--- config.mk ---
export PLATFORM = sky130hd
export DESIGN_NAME = systolic_array_driver
export DESIGN_NICKNAME = d
export VERILOG_FILES = /design/src/rtl/systolic_array_driver.sv
export SDC_FILE = /design/constraint.sdc
export NUM_CORES = 2
export LEC_CHECK = 0
export BUFFER_PORTS_ARGS = -buffer_cell sky130_fd_sc_hd__buf_4
export CORE_AREA = 2 2 452 454
export CTS_CLUSTER_DIAMETER = 30
export DETAILED_ROUTE_END_ITERATION = 10
export DIE_AREA = 0 0 454 456
export PLACE_DENSITY = 0.5
export SYNTH_ARGS = -nofsm -noshare
export SYNTH_HDL_FRONTEND = slang
export SYNTH_SLANG_ARGS = --single-unit
--- constraint.sdc ---
create_clock -name clk -period 108.8 [get_ports clk]
set_input_delay 10.88 -clock clk [delete_from_list [all_inputs] [get_ports clk]]
set_output_delay 10.88 -clock clk [all_outputs]
set_load 0.02 [all_outputs]
--- src/rtl/systolic_array_driver.sv ---
// Host-side sequencer for a weight-stationary systolic array: fetches the weight and input
// matrices from word-addressed memory, runs the load/enable handshake, waits for the array
// to finish (bounded by a timeout) and writes the result matrix back to memory.
module systolic_array_driver #(
    parameter int unsigned SIZE         = 4,
    parameter int unsigned DATA_WIDTH   = 16,
    parameter int unsigned RESULT_WIDTH = 32,
    parameter int unsigned ADDR_WIDTH   = 16,
    parameter int unsigned TIMEOUT      = 64
) (
    input  logic                                          clk,
    input  logic                                          reset,
    input  logic                                          start,
    input  logic [ADDR_WIDTH-1:0]                         w_base,
    input  logic [ADDR_WIDTH-1:0]                         x_base,
    input  logic [ADDR_WIDTH-1:0]                         y_base,
    output logic                                          busy,
    output logic                                          finish,
    output logic                                          err,
    output logic                                          mem_rd_en,
    output logic                                          mem_wr_en,
    output logic [ADDR_WIDTH-1:0]                         mem_addr,
    input  logic [DATA_WIDTH-1:0]                         mem_rdata,
    output logic [RESULT_WIDTH-1:0]                       mem_wdata,
    output logic                                          sa_load_weights,
    output logic                                          sa_enable,
    output logic [SIZE-1:0][SIZE-1:0][DATA_WIDTH-1:0]     sa_weight_data,
    output logic [SIZE-1:0][SIZE-1:0][DATA_WIDTH-1:0]     sa_input_data,
    input  logic [SIZE-1:0][SIZE-1:0][RESULT_WIDTH-1:0]   sa_output_data,
    input  logic                                          sa_done
);

    localparam int unsigned NumElem = SIZE * SIZE;
    localparam int unsigned CntW    = $clog2(NumElem + 1);
    localparam int unsigned IdxW    = (NumElem > 1) ? $clog2(NumElem) : 1;
    localparam int unsigned RunW    = $clog2(TIMEOUT + 1);

    // Read phases run one extra cycle to collect the final word; writes do not.
    localparam logic [CntW-1:0] CntLastRd = CntW'(NumElem);
    localparam logic [CntW-1:0] CntLastWr = CntW'(NumElem - 1);
    localparam logic [RunW-1:0] RunLast   = RunW'(TIMEOUT - 1);

    typedef enum logic [3:0] {
        StIdle,
        StRdW,
        StRdX,
        StLoadW,
        StGap,
        StRun,
        StWr,
        StFinish,
        StErr
    } state_e;

    state_e state_q, state_d;

    logic [CntW-1:0]       cnt_q, cnt_d;
    logic [RunW-1:0]       run_cnt_q, run_cnt_d;
    logic [ADDR_WIDTH-1:0] w_base_q, w_base_d;
    logic [ADDR_WIDTH-1:0] x_base_q, x_base_d;
    logic [ADDR_WIDTH-1:0] y_base_q, y_base_d;
    logic                  err_q, err_d;

    // Flat row-major storage; bit layout is identical to the [SIZE][SIZE] port view.
    logic [NumElem-1:0][DATA_WIDTH-1:0]   weight_q, weight_d;
    logic [NumElem-1:0][DATA_WIDTH-1:0]   input_q, input_d;
    logic [NumElem-1:0][RESULT_WIDTH-1:0] result_q, result_d;

    // Read data lags the request by one cycle, so it lands in element cnt-1.
    logic [CntW-1:0] cnt_m1;
    logic [IdxW-1:0] rd_idx;
    logic [IdxW-1:0] wr_idx;

    assign cnt_m1 = cnt_q - CntW'(1);
    assign rd_idx = cnt_m1[IdxW-1:0];
    assign wr_idx = cnt_q[IdxW-1:0];

    assign sa_weight_data = weight_q;
    assign sa_input_data  = input_q;
    assign err            = err_q;

    // State register.
    always_ff @(posedge clk or posedge reset) begin
        if (reset) begin
            state_q <= StIdle;
        end else begin
            state_q <= state_d;
        end
    end

    // Next-state logic.
    always_comb begin
        state_d = state_q;
        unique case (state_q)
            StIdle: begin
                if (start) begin
                    state_d = StRdW;
                end
            end
            StRdW: begin
                if (cnt_q == CntLastRd) begin
                    state_d = StRdX;
                end
            end
            StRdX: begin
                if (cnt_q == CntLastRd) begin
                    state_d = StLoadW;
                end
            end
            StLoadW:  state_d = StGap;
            StGap:    state_d = StRun;
            StRun: begin
                if (sa_done) begin
                    state_d = StWr;
                end else if (run_cnt_q == RunLast) begin
                    state_d = StErr;
                end
            end
            StWr: begin
                if (cnt_q == CntLastWr) begin
                    state_d = StFinish;
                end
            end
            StFinish: state_d = StIdle;
            StErr:    state_d = StIdle;
            default:  state_d = StIdle;
        endcase
    end

    // Per-state outputs: memory requests and array handshake.
    always_comb begin
        busy            = (state_q != StIdle);
        finish          = 1'b0;
        mem_rd_en       = 1'b0;
        mem_wr_en       = 1'b0;
        mem_addr        = '0;
        mem_wdata       = '0;
        sa_enable       = 1'b0;
        sa_load_weights = 1'b0;
        unique case (state_q)
            StRdW: begin
                if (cnt_q != CntLastRd) begin
                    mem_rd_en = 1'b1;
                    mem_addr  = w_base_q + ADDR_WIDTH'(cnt_q);
                end
            end
            StRdX: begin
                if (cnt_q != CntLastRd) begin
                    mem_rd_en = 1'b1;
                    mem_addr  = x_base_q + ADDR_WIDTH'(cnt_q);
                end
            end
            StLoadW: begin
                sa_enable       = 1'b1;
                sa_load_weights = 1'b1;
            end
            // Enable low here gives the array a clean rising edge to start computing.
            StGap: ;
            StRun: begin
                sa_enable = 1'b1;
            end
            StWr: begin
                mem_wr_en = 1'b1;
                mem_addr  = y_base_q + ADDR_WIDTH'(cnt_q);
                mem_wdata = result_q[wr_idx];
            end
            StFinish: begin
                finish = 1'b1;
            end
            StIdle, StErr: ;
            default: ;
        endcase
    end

    // Datapath registers: counters, latched bases, matrices and error flag.
    always_ff @(posedge clk or posedge reset) begin
        if (reset) begin
            cnt_q     <= '0;
            run_cnt_q <= '0;
            w_base_q  <= '0;
            x_base_q  <= '0;
            y_base_q  <= '0;
            err_q     <= 1'b0;
            weight_q  <= '0;
            input_q   <= '0;
            result_q  <= '0;
        end else begin
            cnt_q     <= cnt_d;
            run_cnt_q <= run_cnt_d;
            w_base_q  <= w_base_d;
            x_base_q  <= x_base_d;
            y_base_q  <= y_base_d;
            err_q     <= err_d;
            weight_q  <= weight_d;
            input_q   <= input_d;
            result_q  <= result_d;
        end
    end

    // Datapath next-state: capture read data, count phases, sample results.
    always_comb begin
        cnt_d     = cnt_q;
        run_cnt_d = run_cnt_q;
        w_base_d  = w_base_q;
        x_base_d  = x_base_q;
        y_base_d  = y_base_q;
        err_d     = err_q;
        weight_d  = weight_q;
        input_d   = input_q;
        result_d  = result_q;
        unique case (state_q)
            StIdle: begin
                cnt_d = '0;
                if (start) begin
                    w_base_d = w_base;
                    x_base_d = x_base;
                    y_base_d = y_base;
                    err_d    = 1'b0;
                end
            end
            StRdW: begin
                if (cnt_q != '0) begin
                    weight_d[rd_idx] = mem_rdata;
                end
                cnt_d = (cnt_q == CntLastRd) ? '0 : cnt_q + CntW'(1);
            end
            StRdX: begin
                if (cnt_q != '0) begin
                    input_d[rd_idx] = mem_rdata;
                end
                cnt_d = (cnt_q == CntLastRd) ? '0 : cnt_q + CntW'(1);
            end
            StGap: begin
                run_cnt_d = '0;
            end
            StRun: begin
                cnt_d = '0;
                if (sa_done) begin
                    result_d = sa_output_data;
                end else if (run_cnt_q == RunLast) begin
                    err_d = 1'b1;
                end else begin
                    run_cnt_d = run_cnt_q + RunW'(1);
                end
            end
            StWr: begin
                cnt_d = (cnt_q == CntLastWr) ? '0 : cnt_q + CntW'(1);
            end
            StLoadW, StFinish, StErr: ;
            default: ;
        endcase
    end

endmodule

# Word level (Yosys, flattened, before mapping)
# Index checks and enable logic that the tools add are counted.
[op_classes] order_cmp=3 mux=33 n_addsub=6 reduce_logical=17 eq_ne=19
[ops] cell="256-bit bitwise mux" count=2
[ops] cell="32-bit binary-select mux with 4-bit select" count=1
[ops] cell="16-bit demux with 4-bit select" count=1
[ops] cell="32-bit 2-to-1 mux" count=2
[ops] cell="16-bit by 5-bit adder with 16-bit output" count=3
[ops] cell="16-bit 2-to-1 mux" count=3
[ops] cell="16-bit case mux with 3 select lines" count=1
[ops] cell="4-bit case mux with 7 select lines" count=1
[ops] cell="4-bit 2-to-1 mux" count=6
[ops] cell="4-bit by 3-bit == test with 1-bit output, second input constant" count=4
[ops] cell="5-bit case mux with 3 select lines" count=1
[ops] cell="7-bit 2-to-1 mux" count=2
[ops] cell="2-bit inequality test, second input constant" count=7
[ops] cell="7-bit case mux with 2 select lines" count=1
[ops] cell="4-bit by 5-bit less-than comparator with 1-bit output, second input constant" count=2
[ops] cell="5-bit 2-to-1 mux" count=2
[ops] cell="1-bit 2-to-1 mux" count=9
[ops] cell="4-bit by 2-bit == test with 1-bit output, second input constant" count=2
[ops] cell="2-bit AND reduction" count=4
[ops] cell="7-bit by 1-bit adder with 7-bit output, second input constant" count=1
[ops] cell="7-bit by 6-bit == test with 1-bit output, second input constant" count=1
[ops] cell="2-bit OR reduction" count=3
[ops] cell="5-bit by 1-bit adder with 5-bit output, second input constant" count=1
[ops] cell="5-bit by 4-bit == test with 1-bit output, second input constant" count=1
[ops] cell="16 further kinds" count=17
[word_totals] output_inout_bits=567 reg_bits=1089 word_cells=133 inputBits=580

# Logic depth before layout (Yosys ltp)
[logic_depth] depth_word=6 depth_mapped=11 ltp_nobuf=9

# Worst setup path before layout
# No wires, ideal clock.
[synth_path] kind="flip-flop to output port" startpoint="register cnt_q[1]" endpoint="output mem_addr[12]" path_slack_ns=94.875 stages_incl_launch_ff=12 required_time_ns=97.920 arrival_ns=3.045 n_path_buf=3 cell_sequence="dfrtp_1 buf_2 clkbuf_1 clkbuf_1 inv_1 fa_1 nor2b_1 o21ai_0 a21oi_1 nand3_1 xor2_1 o221ai_1"
[synth_via] elab_chain_len=3 word_cells_on_any_way=7 classes_between="3 x add/sub; 1 x eq/ne; 3 x mux"
[synth_rtl] item="start: declaration" line="57" rtl="logic [CntW-1:0] cnt_q, cnt_d;"
[synth_rtl] item="start signal: assignment" line="188" rtl="cnt_q <= cnt_d;"
[synth_rtl] item="16-bit by 5-bit adder with 16-bit output (tied with other cells)" line="150" rtl="mem_addr = x_base_q + ADDR_WIDTH'(cnt_q);"
[synth_rtl] item="16-bit 2-to-1 mux (on tied branches)" line="148, 142"
[synth_rtl] item="16-bit case mux with 3 select lines *" line="140" rtl="unique case (state_q)"
[synth_rtl] item="end: declaration" line="22" rtl="output logic [ADDR_WIDTH-1:0] mem_addr,"
# Mark *: on every way between the ends. The rest lies on a longest branch, timed or not.

# Final worst setup path
[layout_path] startpoint="register cnt_q[0]" endpoint="output mem_wdata[16]"
[layout_via] elab_chain_len=3
[layout_rtl] item="32-bit binary-select mux with 4-bit select" line="165" rtl="mem_wdata = result_q[wr_idx];"
[layout_rtl] item="32-bit 2-to-1 mux (implied by the code)" line="165"
[layout_rtl] item="32-bit 2-to-1 mux" line="140"
[layout_rtl] item="end: declaration" line="24" rtl="output logic [RESULT_WIDTH-1:0] mem_wdata,"
# Every way passes these cells. The select of a mux whose other input is x is not followed.

==> run summary <==
PLACED DESIGN
---------------------------------------------------------------------------------
Worst-case setup slack after placement                                   92.88 ns
Number of I/O port buffers                                                   1146
Routability cong.                                                           0.808
Final HPWL DP                                                              121 mm

ROUTING
---------------------------------------------------------------------------------
Number of remaining DRC errors                                                  0
Total iterations of the first detailed-routing run                              5
Detailed Route WL                                                          171 mm
Drt wl/cell                                                               24.0 um
Initial DRC count                                                            1480
Routed Antenna Nets                                                             0
Vias per inst                                                                4.32
Vias post-DR                                                                30734

STA
---------------------------------------------------------------------------------
Worst Max-Slew Pin Slew                                                   1.18 ns
Peak clock frequency supported by timing                                 60.6 MHz
Final count of pins violating max slew                                          0
Final setup viols                                                               0
Ratio of final minimum period to clock period                               15.2%
RSZ-0062 raised after global routing                                        false
Tmin final                                                               16.50 ns
Worst max-slew margin expressed relative to the limit                       21.0%
PnR worst setup slack                                                    92.30 ns
Final setup skew                                                        0.0723 ns
Final hold viol count                                                           0
Setup total negative slack                                                   0 ns

PWR
---------------------------------------------------------------------------------
Static leakage                                                            31.6 nW
Post-layout total power                                                   2.31 mW
Total power divided by cell area                                      33.7 mW/mm2
IR Drop Worst-Case VDD                                                0.0000153 V

LOGIC SYNTHESIS
---------------------------------------------------------------------------------
Number of unique standard cell types used by synthesis                         58
Async set-or-reset flop fraction in the synthesized netlist                  100%
Leading area contributor after synthesis                             sky130_fd_sc_hd__dfrtp_1
Seq cells post-synth                                                         1089
Sequential fraction of the synthesis area                                   58.7%
Synth warnings                                                                  0
Mapped Nets                                                                  3493
Synth Instances                                                              2887
Yosys top cell area share                                                   58.7%
Post-synthesis average cell area                                         16.1 um2
Count of flip-flops with a built-in enable after synthesis                      0
Post-Syn Area                                                          0.0464 mm2
Cells taking the most area after synthesis                           sky130_fd_sc_hd__dfrtp_1 59%, sky130_fd_sc_hd__mux2_2 26%, sky130_fd_sc_hd__mux4_2 7.8%, sky130_fd_sc_hd__buf_2 0.77%, sky130_fd_sc_hd__clkbuf_1 0.73%
Synth Flop Type                                                      sky130_fd_sc_hd__dfrtp_1

CRITICAL PATH
---------------------------------------------------------------------------------
Gate family responsible for the most delay along the worst path      buffers and inverters
Type of destination of the critical path                             primary output
Worst setup SP type                                                      register
Sum of buffers and inverters on the critical path                               4
Crit path top cell by count                                          sky130_fd_sc_hd__buf_4
Critical Path Slowest Stage Cell                                     sky130_fd_sc_hd__dfrtp_4
Largest stage delay on the critical path                                  0.95 ns
Critical path depth                                                             7
Ordered list of cells on the worst path                              buf_4 -> buf_4 -> buf_4 -> mux4_2 -> mux4_2 -> and2_1 -> buf_4
Required time reported for the critical path endpoint                    97.92 ns
Crit path DAT                                                             5.62 ns
CP startpoint                                                        cnt_q[0]$_DFFE_PP0P_
CP Class                                                             register to primary output
Crit Path Max Fanout                                                           40
Cell count of the worst reg-to-reg path                                         6
Start of the worst register-to-register path                         state_q[0]$_DFFE_PP0P_

FLOORPLAN
---------------------------------------------------------------------------------
Die area                                                                0.207 mm2
Ports                                                                        1147
Row Count                                                                     165
Initial Utilization                                                         23.0%
Horizontal die dimension                                                   454 um
Die Y-Extent                                                               456 um
Placeable core region                                                   0.202 mm2

CTS
---------------------------------------------------------------------------------
Count of cells resized by post-cts repair                                       0
Total setup buffers inserted after CTS                                          0
Number of clock buffers inserted by TritonCTS                                 315
TritonCTS clock tree                                                        built
Number of H-tree branching levels                                               5
Hold-fix buffers at CTS                                                         0
Clock tree buffer depth                                                         4
Register clock-pin slew on the reported worst setup and hold paths        0.04 ns
Sinks on the clock net                                                       1089
Root Driver                                                          sky130_fd_sc_hd__clkbuf_16
Skew-Pair Late Insertion Delay                                            0.91 ns

GRT
---------------------------------------------------------------------------------
Global-route wire length before repair                                     242 mm
Initial antenna violation count                                                64
Maximum number of pins on one net before global-route repair                  177
GRT overflow                                                                    0
Vias in the first global route                                              33333
All-layer global routing usage                                              16.1%

WORST HOLD PATH
---------------------------------------------------------------------------------
Worst Hold Launch                                                    result_q[267]$_DFFE_PP0P_
Number of cells on the worst hold path                                          1
Class of the worst hold path                                         register to register

FLOW RUN
---------------------------------------------------------------------------------
Number of violations of the max-capacitance limit                               0

LAYOUT
---------------------------------------------------------------------------------
Area used by multi-input combinational logic                           0.0182 mm2
Area overhead of the layout relative to synthesis                           47.7%
Register cell area after layout                                        0.0273 mm2
Fin nets                                                                     4796
# fillers                                                                   19707
Proportion of layout cells with a drive suffix above 1                      67.2%

OUTCOME
---------------------------------------------------------------------------------
Run status                                                              completed

[layout make-up]
type | count | area share, %
flip-flops and latches | 1089 | 39.8
multi-input cells | 1588 | 26.5
clock buffers | 416 | 13.0
repair buffers | 1178 | 13.0
well taps | 2672 | 4.88
clock inverters | 129 | 2.53
diodes | 32 | 0.117
inverters | 18 | 0.110
[final timing paths]
kind / slack (ns) / end
worst max-delay path: 92.30 / mem_wdata[16]
worst min-delay path: 0.50 / result_q[267]$_DFFE_PP0P_
worst max register to register: 104.33 / result_q[12]$_DFFE_PP0P_
worst min register to register: 0.50 / result_q[267]$_DFFE_PP0P_
max in group asynchronous: 94.58 / result_q[504]$_DFFE_PP0P_
min in group asynchronous: 10.07 / result_q[5]$_DFFE_PP0P_
[per-layer routing]
metal	track usage, %	vias to the layer above	routed length, um
met2	27.7	1142	87400
li1	-	13301	-
met5	0	-	310
met1	17.1	15910	62000
met3	6.88	333	15400
met4	6.94	48	6040
[power by group]
group | total [mW] | internal (mW) | switching [mW]
Clock | 0.919 | 0.659 | 0.261
Sequential | 0.702 | 0.585 | 0.117
Combinational | 0.685 | 0.364 | 0.321
Total | 2.31 | 1.61 | 0.699
[worst register-to-register path, cell delays in order, from the launching register on]
cell	delay, ns
sky130_fd_sc_hd__dfrtp_1	0.63
sky130_fd_sc_hd__nand4bb_1	0.28
sky130_fd_sc_hd__nor2_4	0.45
sky130_fd_sc_hd__buf_12	0.61
sky130_fd_sc_hd__buf_4	0.94
sky130_fd_sc_hd__buf_4	0.95
sky130_fd_sc_hd__mux2_2	0.52
[through the flow]
stage | cell area, um2 | util (%) | hold slack (ns) | std cells
final | 68500 | 34.0 | 0.497 | 7122
after global routing | 68500 | 33.9 | 0.508 | 7113
after CTS | 68400 | 33.9 | 0.498 | 7090
after detailed placement | 57700 | 28.6 | 0.490 | 6545
after global placement | 57700 | 28.6 | 0.472 | 6545
after floorplan | 46400 | - | 0.475 | 2887
[cells in the mapped netlist, drive strengths merged (2+ instances only)]
cell type  instances
o22ai              2
a22oi              2
a211oi            12
xnor2             17
a31oi              5
nand3             20
a21oi             12
mux4             160
mux2            1073
nor4bb             2
buf              102
a21o               8
o21ai             26
fa                 3
ha                23
nand2             36
nand2b             5
dfrtp           1089
clkbuf            90
nand4              7
or2                4
nand4bb            2
inv               18
nor2              56
nor3               8
o21bai             3
o221ai             9
xor2              22
and3               9
and4               4
o31ai              3
o21a               3
nor4b              2
nor2b              3
and2              34
[registers in the layout (all words and copies together), names as in the netlist]
name,count
cnt_q,5
err,1
result_q,512
run_cnt_q,7
sa_input_data,256
sa_weight_data,256
state_q,4
w_base_q,16
x_base_q,16
y_base_q,16
[cell families after synthesis]
| logic type | count (synthesis) | synth area share, % |
|---|---|---|
| AND/OR/NAND/NOR | 198 | 2.39 |
| XOR/XNOR | 39 | 0.753 |
| buffers and inverters | 210 | 2.10 |
| flip-flops | 1089 | 58.7 |
| AO/OA/AOI/OAI | 91 | 1.42 |
| multiplexers | 1234 | 33.8 |
| adder cells (fa/ha/maj) | 26 | 0.750 |
[placed cells by master (no fill, tap or decap), drive strengths merged, types with 4 or more instances in the layout]
| cell type | n |
|---|---|
| buf | 1178 |
| dfrtp | 1089 |
| mux2 | 1073 |
| clkbuf | 416 |
| mux4 | 160 |
| clkinv | 69 |
| nor2 | 56 |
| bufinv | 39 |
| nand2 | 36 |
| and2 | 34 |
| diode | 32 |
| o21ai | 26 |
| inv | 25 |
| ha | 23 |
| xor2 | 22 |
| nand3 | 20 |
| xnor2 | 17 |
| clkinvlp | 14 |
| a211oi | 12 |
| a21oi | 12 |
| and3 | 9 |
| o221ai | 9 |
| nor3 | 8 |
| a21o | 8 |
| nand4 | 7 |
| nand2b | 5 |
| a31oi | 5 |
| and4 | 4 |
| or2 | 4 |
No activity file was read; power rests on OpenSTA's default activity.
